[src/rtl/alu_uart_sequencer_pkg.sv]
// alu_uart_sequencer_pkg: shared widths, ALU opcodes and sequencer state encodings.
package alu_uart_sequencer_pkg;
    localparam int NB_DATA = 8;
    localparam int NB_OP   = 6;

    localparam logic [NB_OP-1:0] OP_ADD = 6'h20;
    localparam logic [NB_OP-1:0] OP_SUB = 6'h22;
    localparam logic [NB_OP-1:0] OP_AND = 6'h24;
    localparam logic [NB_OP-1:0] OP_OR  = 6'h25;
    localparam logic [NB_OP-1:0] OP_XOR = 6'h26;
    localparam logic [NB_OP-1:0] OP_NOR = 6'h27;
    localparam logic [NB_OP-1:0] OP_SRA = 6'h03;
    localparam logic [NB_OP-1:0] OP_SRL = 6'h02;

    typedef enum logic [2:0] {
        WAIT_A  = 3'd0,
        WAIT_B  = 3'd1,
        WAIT_OP = 3'd2,
        SEND    = 3'd3,
        WAIT_TX = 3'd4
    } state_t;
endpackage

[src/rtl/alu_uart_sequencer_if.sv]
// alu_uart_sequencer_if: UART/ALU side signals of the command sequencer.
interface alu_uart_sequencer_if;
    import alu_uart_sequencer_pkg::*;
    logic [NB_DATA-1:0] i_rx_data;
    logic               i_rx_done;
    logic               i_tx_done;
    logic [NB_DATA-1:0] i_alu_result;
    logic [NB_DATA-1:0] o_data_a;
    logic [NB_DATA-1:0] o_data_b;
    logic [NB_OP-1:0]   o_operation;
    logic [NB_DATA-1:0] o_tx_data;
    logic               o_tx_start;
    logic               o_busy;
    logic               o_timeout;
    logic               o_overrun;
    logic [2:0]         o_state;

    modport master (
        output i_rx_data, i_rx_done, i_tx_done, i_alu_result,
        input  o_data_a, o_data_b, o_operation, o_tx_data, o_tx_start,
               o_busy, o_timeout, o_overrun, o_state
    );
    modport slave (
        input  i_rx_data, i_rx_done, i_tx_done, i_alu_result,
        output o_data_a, o_data_b, o_operation, o_tx_data, o_tx_start,
               o_busy, o_timeout, o_overrun, o_state
    );
endinterface

[src/rtl/alu_uart_sequencer.sv]
// alu_uart_sequencer: collects A, B, opcode bytes from UART RX, loads the ALU and returns its result over UART TX.
module alu_uart_sequencer
    import alu_uart_sequencer_pkg::*;
#(
    parameter int TIMEOUT_CYC = 1000000,
    parameter int NB_TOUT     = 20
) (
    input logic              i_clk,
    input logic              i_reset,
    alu_uart_sequencer_if.slave bus
);
    state_t             state, state_n;
    logic [NB_TOUT-1:0] cnt, cnt_n;
    logic [NB_DATA-1:0] a_n, b_n, tx_n;
    logic [NB_OP-1:0]   op_n;
    logic               start_n, tout_n, ovr_n, expire;

    assign bus.o_state = state;
    assign bus.o_busy  = (state == SEND) || (state == WAIT_TX);
    assign expire      = cnt == NB_TOUT'(TIMEOUT_CYC - 1);

    always_ff @(posedge i_clk) begin
        if (i_reset) begin
            state           <= WAIT_A;
            cnt             <= '0;
            bus.o_data_a    <= '0;
            bus.o_data_b    <= '0;
            bus.o_operation <= '0;
            bus.o_tx_data   <= '0;
            bus.o_tx_start  <= 1'b0;
            bus.o_timeout   <= 1'b0;
            bus.o_overrun   <= 1'b0;
        end else begin
            state           <= state_n;
            cnt             <= cnt_n;
            bus.o_data_a    <= a_n;
            bus.o_data_b    <= b_n;
            bus.o_operation <= op_n;
            bus.o_tx_data   <= tx_n;
            bus.o_tx_start  <= start_n;
            bus.o_timeout   <= tout_n;
            bus.o_overrun   <= ovr_n;
        end
    end

    // Bytes arriving while a result is in flight are dropped but remembered as an overrun.
    always_comb begin
        state_n = state;
        cnt_n   = cnt;
        a_n     = bus.o_data_a;
        b_n     = bus.o_data_b;
        op_n    = bus.o_operation;
        tx_n    = bus.o_tx_data;
        start_n = 1'b0;
        tout_n  = 1'b0;
        ovr_n   = bus.o_overrun | (bus.i_rx_done & bus.o_busy);
        case (state)
            WAIT_A: if (bus.i_rx_done) begin
                a_n     = bus.i_rx_data;
                cnt_n   = '0;
                state_n = WAIT_B;
            end
            WAIT_B, WAIT_OP: if (bus.i_rx_done) begin
                b_n     = (state == WAIT_B) ? bus.i_rx_data : bus.o_data_b;
                op_n    = (state == WAIT_OP) ? bus.i_rx_data[NB_OP-1:0] : bus.o_operation;
                cnt_n   = '0;
                state_n = (state == WAIT_B) ? WAIT_OP : SEND;
            end else if (expire) begin
                cnt_n   = '0;
                tout_n  = 1'b1;
                state_n = WAIT_A;
            end else begin
                cnt_n   = cnt + 1'b1;
            end
            SEND: begin
                tx_n    = bus.i_alu_result;
                start_n = 1'b1;
                state_n = WAIT_TX;
            end
            WAIT_TX: state_n = bus.i_tx_done ? WAIT_A : WAIT_TX;
            default: state_n = WAIT_A;
        endcase
    end
endmodule

[src/flat_wrapper.sv]
// flat-port wrapper written by rule: the top's interface ports become plain ports
module alu_uart_sequencer_flat import alu_uart_sequencer_pkg::*;
#(
    parameter int TIMEOUT_CYC = 1000000,
    parameter int NB_TOUT     = 20
)
  (i_clk, i_reset, bus_i_rx_data, bus_i_rx_done, bus_i_tx_done, bus_i_alu_result, bus_o_data_a, bus_o_data_b, bus_o_operation, bus_o_tx_data, bus_o_tx_start, bus_o_busy, bus_o_timeout, bus_o_overrun, bus_o_state);
  alu_uart_sequencer_if bus_i ();
  input logic i_clk;
  input logic i_reset;
  input wire logic [$bits(bus_i.i_rx_data)-1:0] bus_i_rx_data;
  input wire logic [$bits(bus_i.i_rx_done)-1:0] bus_i_rx_done;
  input wire logic [$bits(bus_i.i_tx_done)-1:0] bus_i_tx_done;
  input wire logic [$bits(bus_i.i_alu_result)-1:0] bus_i_alu_result;
  output wire logic [$bits(bus_i.o_data_a)-1:0] bus_o_data_a;
  output wire logic [$bits(bus_i.o_data_b)-1:0] bus_o_data_b;
  output wire logic [$bits(bus_i.o_operation)-1:0] bus_o_operation;
  output wire logic [$bits(bus_i.o_tx_data)-1:0] bus_o_tx_data;
  output wire logic [$bits(bus_i.o_tx_start)-1:0] bus_o_tx_start;
  output wire logic [$bits(bus_i.o_busy)-1:0] bus_o_busy;
  output wire logic [$bits(bus_i.o_timeout)-1:0] bus_o_timeout;
  output wire logic [$bits(bus_i.o_overrun)-1:0] bus_o_overrun;
  output wire logic [$bits(bus_i.o_state)-1:0] bus_o_state;
  assign bus_i.i_rx_data = bus_i_rx_data;
  assign bus_i.i_rx_done = bus_i_rx_done;
  assign bus_i.i_tx_done = bus_i_tx_done;
  assign bus_i.i_alu_result = bus_i_alu_result;
  assign bus_o_data_a = bus_i.o_data_a;
  assign bus_o_data_b = bus_i.o_data_b;
  assign bus_o_operation = bus_i.o_operation;
  assign bus_o_tx_data = bus_i.o_tx_data;
  assign bus_o_tx_start = bus_i.o_tx_start;
  assign bus_o_busy = bus_i.o_busy;
  assign bus_o_timeout = bus_i.o_timeout;
  assign bus_o_overrun = bus_i.o_overrun;
  assign bus_o_state = bus_i.o_state;
  alu_uart_sequencer #(.TIMEOUT_CYC(TIMEOUT_CYC), .NB_TOUT(NB_TOUT)) u_core (.i_clk(i_clk), .i_reset(i_reset), .bus(bus_i));
endmodule
[config.mk]
export PLATFORM = sky130hd
export DESIGN_NAME = alu_uart_sequencer_flat
export DESIGN_NICKNAME = d
export VERILOG_FILES = /design/src/rtl/alu_uart_sequencer_pkg.sv /design/src/rtl/alu_uart_sequencer_if.sv /design/src/rtl/alu_uart_sequencer.sv /design/src/flat_wrapper.sv
export SDC_FILE = /design/constraint.sdc
export NUM_CORES = 1
export LEC_CHECK = 0
export ABC_AREA = 1
export BUFFER_PORTS_ARGS = -buffer_cell sky130_fd_sc_hd__buf_4
export CORE_AREA = 2 2 73 75
export CTS_CLUSTER_DIAMETER = 40
export DETAILED_ROUTE_END_ITERATION = 8
export DIE_AREA = 0 0 75 77
export PLACE_DENSITY = 0.79
export SETUP_SLACK_MARGIN = 0.05
export SYNTH_ARGS = -nofsm -noshare
export SYNTH_HDL_FRONTEND = slang
export SYNTH_SLANG_ARGS = --single-unit
[constraint.sdc]
create_clock -name i_clk -period 1.7 [get_ports i_clk]
set_input_delay 0.085 -clock i_clk [delete_from_list [all_inputs] [get_ports i_clk]]
set_output_delay 0.085 -clock i_clk [all_outputs]
set_load 0.01 [all_outputs]
==> metrics.md, run 1 <==
| Metric | Value |
|---|---|
| Commonest cells in the netlist | `nor2_1 (88), nand2_1 (57), dfxtp_1 (56)` |
| Final antenna diode count | `0` |
| Final Instance Count excl. Fillers | `490` |
| Antenna Nets Post-Route | `0` |
| P_leak | `1.34 nW` |
| Hold-fix buffer count after cts | `0` |
| # clock sinks | `56` |
| Mean instance size in the synthesized netlist | `7.11 um2` |
| TritonCTS clock tree | `yes` |
| Final number of max-transition violations | `0` |
| Core area | `0.00498 mm2` |
| Hold WC Path Type | `in -> reg` |
| Number of buffers on the longest clock path | `2` |
| Global-route wire length before repair | `9670 um` |
| Root Buffer Master | `clkbuf_8` |
| Setup slack, reg-to-reg | `0.21 ns` |
| Number of input and output port buffers inserted | `56` |
| Number of nets in the layout | `442` |
| Worst voltage drop across the vdd grid | `0.544 mV` |
| Number of remaining DRC errors | `0` |
| Required time worst endpoint | `1.94 ns` |
| TritonCTS Buffers | `5` |
| Number of warning messages in the yosys log | `0` |
| Post-Synthesis Net Count | `376` |
| Top-count cell post-synth | `nor2_1` |
| Insertion delay of the later-clocked pin in the worst-skew pair | `0.30 ns` |
| FFs w/ async S/R, synth | `0%` |
| Count of TritonRoute iterations in the first routing pass | `4` |
| Sum of overflow across all layers after global routing | `0` |
| Number of H-tree branching levels | `2` |
| Biggest area consumer among synthesized cells | `dfxtp_1` |
| Kind of end point of the critical path | `flop` |
| Leading cell types by total area after synthesis | `dfxtp_1 (44%), nor2_1 (13%), nand2_1 (8.5%), o21ai_0 (6.7%), inv_1 (4.9%)` |
| DR vias | `2403` |
| Tmin final | `1.49 ns` |
| Launching element type of the critical path | `flop` |
| Top_reg_cell synth | `dfxtp_1` |
| Wire length per cell | `11.5 um` |
| Post-synth EDFFs | `0` |
| Slew Limit Headroom | `73.7%` |
| Overall global routing resource usage | `20.9%` |
| Clock Pin Slew Worst Setup and Hold Paths | `0.09 ns` |
| Status | `finished, final reports clean` |
| Largest fanout of any net on the critical path | `5` |
| Setup repair after global routing missed its margin | `no` |
| Hold Fails Final Rpt | `0` |
| Power Density | `802 mW/mm2` |
| Minimum setup slack in the final design | `0.210 ns` |
| Die extent in x | `75 um` |
| Post-synth design cell area | `0.00252 mm2` |
| Initial standard-cell utilization of the core | `50.7%` |
| Share of the cycle needed by the critical path after routing | `87.6%` |
| Post-synth top area share | `44.4%` |
| Area of the die | `0.00578 mm2` |
| Synth Instances | `355` |
| Die Height | `77 um` |
| Sum of net half-perimeters after detailed placement | `4190 um` |
| Number of design-rule violations left by the first detailed-router iteration | `109` |
| Pin count of the biggest net entering global routing | `26` |
| Final routed wirelength across all metal layers | `5630 um` |
| Number of placed instances with taps included | `476` |
| Highest achievable clock rate | `0.671 GHz` |
| RePlAce Congestion | `0.807` |
| Number of synthesized register bits | `56` |
| Arr. time, crit path | `1.73 ns` |
| Synth-to-Final Area Change | `26.0%` |
| Post-route setup TNS | `0 ns` |
| Vias in the first global route | `2267` |
| Number of endpoints failing setup at the final stage | `0` |
| Core utilization of the finished layout | `63.9%` |
| Number of placement rows | `26` |
| Worst setup skew after layout | `0.00614 ns` |
| Share of final-layout standard cells stronger than drive strength 1 | `24.3%` |
| Vias/cell | `4.90` |
| Top-level I/O count | `57` |
| Initial antenna violation count | `0` |
| Pre-CTS setup slack | `0.0997 ns` |
| Setup Crit Path Kind | `reg -> reg` |
| Max-cap viol count | `0` |
| Register area share after synthesis | `44.4%` |
| Pin slew with the least headroom to its limit | `0.394 ns` |
| Number of library cell types mapped by synthesis | `24` |
## stage by stage
stage | hold WS (ns) | power, mW | cell area (um2)
finish | 0.0130 | 2.55 | 3180
global route | 0.0103 | 2.66 | 3180
CTS | 0.0123 | 2.53 | 3110
detailed placement | 0.329 | 1.73 | 3010
global placement | 0.321 | 1.72 | 3010
floorplan | 0.220 | 1.59 | 2520
## critical path, cell delays in order (launching register included)
cell     delay (ns)
dfxtp_1        0.42
nand2_1        0.12
nor2_1         0.20
inv_1          0.11
nor2_4         0.14
inv_1          0.06
nor2_2         0.14
nand2_1        0.07
nand2_1        0.06
nand2_1        0.04
nor2_1         0.07
## cells in the final DEF (no fill, tap or decap), drive strengths merged
cell and count:
a21oi 16, buf 67, bufinv 1, clkbuf 5
clkinv 1, dfxtp 56, ha 1, inv 36
nand2 66, nand3 17, nand4 2, nor2 103
nor3 3, nor4 2, o21ai 36, xnor2 6
xor2 2
## area by class of cell
| cell class | count | area, um2 |
|---|---|---|
| Clock buffer | 5 | 68.8 |
| Tap cell | 70 | 87.6 |
| Timing Repair Buffer | 67 | 503 |
| Inverter | 37 | 139 |
| Sequential cell | 56 | 1120 |
| Clock inverter | 1 | 30.0 |
| Multi-Input combinational cell | 254 | 1230 |
| Fill cell | 443 | 1800 |
## path summary, 6_finish.rpt
| kind | from | to | cells after the start |
|---|---|---|---|
| min | bus_i_rx_data[6] | u_core.bus.o_data_a[6]$_SDFFE_PP0P_ | 3 |
| min reg2reg | u_core.bus.o_operation[1]$_SDFFE_PP0P_ | u_core.bus.o_operation[1]$_SDFFE_PP0P_ | 2 |
| max | u_core.cnt[8]$_SDFFE_PP0P_ | u_core.cnt[14]$_SDFFE_PP0P_ | 10 |
| max reg2reg | u_core.cnt[8]$_SDFFE_PP0P_ | u_core.cnt[14]$_SDFFE_PP0P_ | 10 |
## timing repair
action                                  4_1_cts  5_1_grt
endpoints found under the setup margin        0       14
gates resized for setup                       0        3
endpoints found under the hold margin         0        0
setup buffers                                 0        8
## sequential cells by signal, summed over array words and instances (netlist names)
signal                  flops
u_core.bus.o_data_b         8
u_core.cnt                 20
u_core.bus.o_timeout        1
u_core.bus.o_state          3
u_core.bus.o_tx_data        8
u_core.bus.o_tx_start       1
u_core.bus.o_operation      6
u_core.bus.o_overrun        1
u_core.bus.o_data_a         8
## where the power goes
part           switching, mW  internal, mW
sequential            0.0279          1.35
combinational          0.194         0.158
clock                  0.393         0.423
total                  0.615          1.94
## cell families after synthesis
| family | after synthesis | share of synthesized area (%) |
|---|---|---|
| buffers and inverters | 45 | 7.29 |
| adder cells (fa/ha/maj) | 1 | 0.496 |
| AND/OR/NAND/NOR | 193 | 34.6 |
| flip-flops | 56 | 44.4 |
| XOR/XNOR | 8 | 2.78 |
| AO/OA/AOI/OAI | 52 | 10.5 |
## routing by layer
metal  GRT usage, %  part of all wire [%]  vias up
met4           6.61                   1.5        0
met2           33.3                    47       59
met3           6.57                   6.3        7
li1               -                     -     1236
met1           26.5                    45     1101
met5              0                     0        -
(Power assumes the default switching activity.)
==> inputs of run 2 (changes only) <==
CELL_PAD_IN_SITES_DETAIL_PLACEMENT = 1   (was default)
CELL_PAD_IN_SITES_GLOBAL_PLACEMENT = 1   (was default)
CORE_AREA = 2 2 85 87   (was 2 2 73 75)
DIE_AREA = 0 0 87 89   (was 0 0 75 77)
PLACE_DENSITY = 0.8   (was 0.79)
==> metrics.md, run 2 (synthesis results as in run 1) <==
| Metric | Value |
|---|---|
| Status | `finished, final reports clean` |
| Root Buffer Master | `clkbuf_8` |
| Final number of max-transition violations | `0 (unchanged)` |
| Clock Pin Slew Worst Setup and Hold Paths | `0.10 ns (about the same)` |
| Largest fanout of any net on the critical path | `7 (+2)` |
| Highest achievable clock rate | `0.660 GHz (-1.6%)` |
| Area taken by flip-flops and latches | `0.00112 mm2 (+0.22%)` |
| Number of remaining DRC errors | `0 (unchanged)` |
| Hold WC Path Type | `in -> reg` |
| Flip-flop count of the largest register after layout | `20 (unchanged)` |
| Overall global routing resource usage | `19.3% (-1.6 points)` |
| Commonest non-fill, non-tap cell in the layout | `nor2_1` |
| Most frequent cells in the layout | `nor2_1 (87), buf_4 (65), nand2_1 (57)` |
| Slew Limit Headroom | `73.2% (-0.47 points)` |
| Maximum cell stage delay along the critical path | `0.39 ns (-0.03 ns)` |
| Number of fill cells | `849 (+92%)` |
| # clock sinks | `56 (unchanged)` |
| Area taken by multi-input logic gates | `0.00124 mm2 (+0.61%)` |
| Number of design-rule violations left by the first detailed-router iteration | `34 (-69%)` |
| Launching element type of the critical path | `flop` |
| Worst voltage drop across the vdd grid | `0.532 mV (-2.2%)` |
| Die Height | `89 um (+16%)` |
| Top-level I/O count | `57 (unchanged)` |
| Sum of net half-perimeters after detailed placement | `5170 um (+23%)` |
| Synth-to-Final Area Change | `28.2%` |
| Initial antenna violation count | `0 (unchanged)` |
| Final routed wirelength across all metal layers | `6900 um (+22%)` |
| Number of endpoints failing setup at the final stage | `0 (unchanged)` |
| Tmin final | `1.51 ns (+0.0246 ns)` |
| DR vias | `2406 (+0.12%)` |
| Count of buffer and inverter cells on the critical path | `1 (-1)` |
| Number of input and output port buffers inserted | `56 (unchanged)` |
| Vias/cell | `4.80 (-2.1%)` |
| Hold Fails Final Rpt | `0 (unchanged)` |
| Setup Crit Path Kind | `reg -> reg` |
| PnR Total Power | `2.72 mW (+6.6%)` |
| Final Instance Count excl. Fillers | `501 (+2.2%)` |
| Die extent in x | `87 um (+16%)` |
| Cells along the critical path | `nor2_4 -> nand2_2 -> nor2_8 -> nor2_8 -> buf_4 -> nor2_2 -> nand3_1 -> nand2_1 -> nand2_1 -> nor2_1` |
| P_leak | `1.36 nW (+1.2%)` |
| Pin slew with the least headroom to its limit | `0.401 ns (+0.00710 ns)` |
| Post-route setup TNS | `0 ns (unchanged)` |
| Insertion delay of the later-clocked pin in the worst-skew pair | `0.31 ns (about the same)` |
| Wire length per cell | `13.8 um (+20%)` |
| Share of final-layout standard cells stronger than drive strength 1 | `25.2% (+0.89 points)` |
| TritonCTS clock tree | `yes` |
| Post-Route Hold Slack | `0.0106 ns (-0.00242 ns)` |
| Max-cap viol count | `0 (unchanged)` |
| Initial standard-cell utilization of the core | `37.6% (-13 points)` |
| Antenna Nets Post-Route | `0 (unchanged)` |
| Vias in the first global route | `2579 (+14%)` |
| TritonCTS Buffers | `5 (unchanged)` |
| Final cell area excluding filler cells | `0.00323 mm2 (+1.7%)` |
| Final antenna diode count | `0 (unchanged)` |
| Worst setup skew after layout | `0.00760 ns (+0.00146 ns)` |
| Count of TritonRoute iterations in the first routing pass | `4 (unchanged)` |
| Kind of end point of the critical path | `flop` |
| Share of the cycle needed by the critical path after routing | `89.1% (+1.4 points)` |
| Global-route wire length before repair | `11800 um (+22%)` |
| Largest register by flop count | `u_core.cnt` |
| Core utilization of the finished layout | `48.1% (-16 points)` |
| Minimum setup slack in the final design | `0.186 ns (-0.0246 ns)` |
| Required time worst endpoint | `1.96 ns (+0.02 ns)` |
| Core area | `0.00672 mm2 (+35%)` |
| Number of buffers on the longest clock path | `2 (unchanged)` |
| Hold-fix buffer count after cts | `0 (unchanged)` |
| Setup repair after global routing missed its margin | `no` |
| Number of nets in the layout | `441 (-0.23%)` |
| Crit path max-delay family | `simple AND/OR/NAND/NOR gates` |
| Sum of overflow across all layers after global routing | `0 (unchanged)` |
| Number of placement rows | `30 (+15%)` |
| Placed cell area | `0.00303 mm2 (+0.67%)` |
| Power Density | `841 mW/mm2 (+4.8%)` |
| Slowest CP cell | `dfxtp_1` |
| Pre-CTS setup slack | `0.0583 ns (-0.0414 ns)` |
| RePlAce Congestion | `0.800 (-0.78%)` |
| Number of H-tree branching levels | `2 (unchanged)` |
| Arr. time, crit path | `1.78 ns (+0.05 ns)` |
| Area of the die | `0.00774 mm2 (+34%)` |
| Number of placed instances with taps included | `487 (+2.3%)` |
| Pin count of the biggest net entering global routing | `32 (+23%)` |
run 2: cell count changes in the layout (fill, tap and decap cells not counted), sizes merged:
cell    previous run  this run
clkbuf             5         7
buf               67        66
run 2: area by class of cell:
class	count	area share [%]
inverter	37	4.29
timing repair buffer	66	15.7
multi-input combinational	254	38.2
clock buffer	7	2.98
tap	80	3.09
sequential	56	34.8
clock inverter	1	0.928
run 2: report_power, final:
group / internal [mW] / leakage [nW] / switching [mW]
combinational: 0.159 / 0.838 / 0.205
clock: 0.521 / 0.0645 / 0.451
sequential: 1.36 / 0.456 / 0.0290
run 2: layer usage:
layer  track usage, %  routed length [um]  vias to the layer above  share of wire (%)
met2             35.6                3450                       40                 50
met3             4.43                 293                        5                4.2
met4             4.26                  57                        0               0.83
li1                 -                   -                     1237                  -
met5                0                   0                        -                  0
met1             22.8                3100                     1124                 45
run 2: final timing paths:
kind                                                        startpoint                                     end  slack, ns  cells past startpoint
worst max-delay path                u_core.bus.o_state[2]$_SDFFE_PP0P_              u_core.cnt[5]$_SDFFE_PP0P_       0.19                     10
worst min-delay path                                           i_reset             u_core.cnt[19]$_SDFFE_PP0P_       0.01                      2
worst max register to register      u_core.bus.o_state[2]$_SDFFE_PP0P_              u_core.cnt[5]$_SDFFE_PP0P_       0.19                     10
worst min register to register  u_core.bus.o_operation[2]$_SDFFE_PP0P_  u_core.bus.o_operation[2]$_SDFFE_PP0P_       0.45                      2
run 2: repair_timing:
item	in CTS	in global routing
gates resized for setup	0	7
endpoints found under the setup margin	14	17
buffers inserted	4	2
pin swaps	1	3
==> inputs of run 3 (changes only) <==
CORE_AREA = 2 2 92 94   (was 2 2 85 87)
DIE_AREA = 0 0 94 96   (was 0 0 87 89)
PLACE_DENSITY = 0.73   (was 0.8)
RECOVER_POWER = 50   (was default)
clock period = 1.3 ns   (was 1.7 ns; I/O delays follow)
==> metrics.md, run 3 (synthesis results as in run 1) <==
| Metric | Value |
|---|---|
| Status | `finished, violations left` |
| Failing checks | `setup timing` |
| Initial antenna violation count | `0 (unchanged)` |
| Sum of net half-perimeters after detailed placement | `5710 um (+10%)` |
| Commonest non-fill, non-tap cell in the layout | `buf_4` |
| Global-route wire length before repair | `13400 um (+13%)` |
| Number of input and output port buffers inserted | `56 (unchanged)` |
| Sum of overflow across all layers after global routing | `0 (unchanged)` |
| Post-route setup TNS | `-3.80 ns (-3.80 ns)` |
| Clock Pin Slew Worst Setup and Hold Paths | `0.11 ns (about the same)` |
| Number of H-tree branching levels | `2 (unchanged)` |
| Kind of end point of the critical path | `flop` |
| Tmin final | `1.47 ns (-0.0407 ns)` |
| Vias/cell | `4.65 (-3.2%)` |
| Endpoint of the worst-slack reg-to-reg timing path | `u_core.cnt[7]$_SDFFE_PP0P_` |
| Die extent in x | `94 um (+8.0%)` |
| Hold Path Depth | `3 (+1)` |
| Synth-to-Final Area Change | `55.5%` |
| Most frequent cells in the layout | `buf_4 (89), nor2_1 (78), nand2_1 (51)` |
| Count of TritonRoute iterations in the first routing pass | `4 (unchanged)` |
| Worst voltage drop across the vdd grid | `0.487 mV (-8.4%)` |
| Largest fanout of any net on the critical path | `8 (+1)` |
| Final number of max-transition violations | `0 (unchanged)` |
| Relative contribution of sequential cells to total power | `52.5% (+1.6 points)` |
| Wire length per cell | `14.0 um (+1.9%)` |
| Switching Share | `29.3% (+4.1 points)` |
| Number of buffers on the longest clock path | `2 (unchanged)` |
| Setup repair after global routing missed its margin | `yes` |
| Number of remaining DRC errors | `0 (unchanged)` |
| P_leak | `1.59 nW (+17%)` |
| Share of the cycle needed by the critical path after routing | `113% (+24 points)` |
| Antenna Nets Post-Route | `0 (unchanged)` |
| Insertion delay of the later-clocked pin in the worst-skew pair | `0.32 ns (about the same)` |
| Setup Crit Path Kind | `reg -> reg` |
| TritonCTS clock tree | `yes` |
| Required time worst endpoint | `1.51 ns (-0.45 ns)` |
| Number of design-rule violations left by the first detailed-router iteration | `52 (+53%)` |
| Die Height | `96 um (+7.9%)` |
| Power Density | `876 mW/mm2 (+4.1%)` |
| Largest register by flop count | `u_core.cnt` |
| TritonCTS Buffers | `5 (unchanged)` |
| Final antenna diode count | `0 (unchanged)` |
| Launching element type of the critical path | `flop` |
| # clock sinks | `56 (unchanged)` |
| Overall global routing resource usage | `18.6% (-0.67 points)` |
| Area taken by multi-input logic gates | `0.00140 mm2 (+13%)` |
| Endpoint, Worst Hold | `u_core.bus.o_tx_data[2]$_SDFFE_PP0P_` |
| Combinational cell fraction of total power | `17.5% (+4.1 points)` |
| Worst setup skew after layout | `0.00981 ns (+0.00221 ns)` |
| Area of the die | `0.00902 mm2 (+17%)` |
| Initial standard-cell utilization of the core | `31.3% (-6.2 points)` |
| Root Buffer Master | `clkbuf_8` |
| Top-level I/O count | `57 (unchanged)` |
| Pin slew with the least headroom to its limit | `0.417 ns (+0.0158 ns)` |
| Hold WC Path Type | `in -> reg` |
| DR vias | `2772 (+15%)` |
| Number of cell instances on the worst register-to-register path | `9 (-1)` |
| Post-Route Hold Slack | `0.00824 ns (-0.00235 ns)` |
| Share of power burned in the clock network | `30.1% (-5.6 points)` |
| Vias in the first global route | `2937 (+14%)` |
| Internal cell power | `2.43 mW (+19%)` |
| Share of final-layout standard cells stronger than drive strength 1 | `37.3% (+12 points)` |
| Switching power | `1.01 mW (+47%)` |
| RePlAce Congestion | `0.769 (-3.9%)` |
| Max-cap viol count | `0 (unchanged)` |
| Setup slack, reg-to-reg | `-0.17 ns (-0.36 ns)` |
| Flip-flop count of the largest register after layout | `20 (unchanged)` |
| Area taken by flip-flops and latches | `0.00115 mm2 (+2.4%)` |
| Number of placement rows | `33 (+10%)` |
| Core area | `0.00805 mm2 (+20%)` |
| Arr. time, crit path | `1.68 ns (-0.10 ns)` |
| Slew Limit Headroom | `72.2% (-1.0 points)` |
| Highest achievable clock rate | `0.679 GHz (+2.8%)` |
| Number of fill cells | `1000 (+18%)` |
| Worst R2R Start | `u_core.bus.o_state[0]$_SDFFE_PP0P_` |
| Number of nets in the layout | `511 (+16%)` |
| Minimum setup slack in the final design | `-0.174 ns (-0.359 ns)` |
| Hold wc startpoint | `bus_i_alu_result[2]` |
| Hold Fails Final Rpt | `0 (unchanged)` |
| Final routed wirelength across all metal layers | `8370 um (+21%)` |
| Pin count of the biggest net entering global routing | `31 (-3.1%)` |
| Number of endpoints failing setup at the final stage | `39 (+39)` |
[run 3: metal layers]
metal  wire [um]  GRT usage (%)  up-vias
met2        4560           36.1       55
met3         354           4.46       10
met1        3330           20.4     1325
met4         120           4.23        0
li1            -              -     1382
met5           0              0        -
[run 3: layout make-up]
cell class | instances | area share [%]
tap | 105 | 3.35
inverter | 37 | 3.70
clock buffer | 5 | 1.75
sequential | 56 | 29.4
clock inverter | 3 | 0.638
multi-input combinational | 255 | 35.7
timing repair buffer | 135 | 25.5
[run 3: worst max-delay path by stage]
stage	cells after the start	from	slack, ns	to
after floorplan	9	u_core.bus.o_state[0]$_SDFFE_PP0P_	-0.06	u_core.cnt[9]$_SDFFE_PP0P_
after global placement	9	u_core.cnt[2]$_SDFFE_PP0P_	-0.12	u_core.cnt[13]$_SDFFE_PP0P_
after detailed placement	9	u_core.cnt[10]$_SDFFE_PP0P_	-0.19	u_core.cnt[13]$_SDFFE_PP0P_
after CTS	9	u_core.bus.o_state[2]$_SDFFE_PP0P_	-0.12	u_core.cnt[9]$_SDFFE_PP0P_
after global routing	11	u_core.cnt[1]$_SDFFE_PP0P_	-0.27	u_core.cnt[14]$_SDFFE_PP0P_
final	9	u_core.bus.o_state[0]$_SDFFE_PP0P_	-0.17	u_core.cnt[7]$_SDFFE_PP0P_
[run 3: power by group through the flow]
stage | combinational [mW] | clock (mW) | sequential [mW]
floorplan | 0.220 | 0 | 1.87
global placement | 0.481 | 0 | 1.84
detailed placement | 0.494 | 0 | 1.85
CTS | 0.574 | 1.07 | 1.80
global route | 0.651 | 1.13 | 1.81
finish | 0.600 | 1.03 | 1.80
[run 3: per-stage QoR]
step	instances	utilization [%]	instance area, um2	total power, mW	setup slack [ns]
final	596	48.7	3930	3.44	-0.174
after global routing	596	48.7	3930	3.59	-0.272
after detailed placement	562	43.1	3470	2.34	-0.185
after CTS	589	47.4	3820	3.45	-0.123
after floorplan	355	-	2550	2.09	-0.0594
after global placement	562	43.1	3470	2.33	-0.122
[run 3: worst max-delay path: stages (launching register included)]
cell,delay (ns)
dfxtp_4,0.38
inv_2,0.08
nor2_4,0.05
nand2_2,0.11
nand2_4,0.09
nor2_8,0.21
buf_6,0.17
nor2_4,0.04
xnor2_1,0.19
nor2_1,0.06
[run 3: repair_timing]
action                     4_1_cts  5_1_grt
pin swaps                        9       13
cloned                           0        1
hold endpoints to repair        22        0
hold buffers                    16        0
resized for setup               23       43
setup endpoints to repair       45       47
setup buffers                    3        6
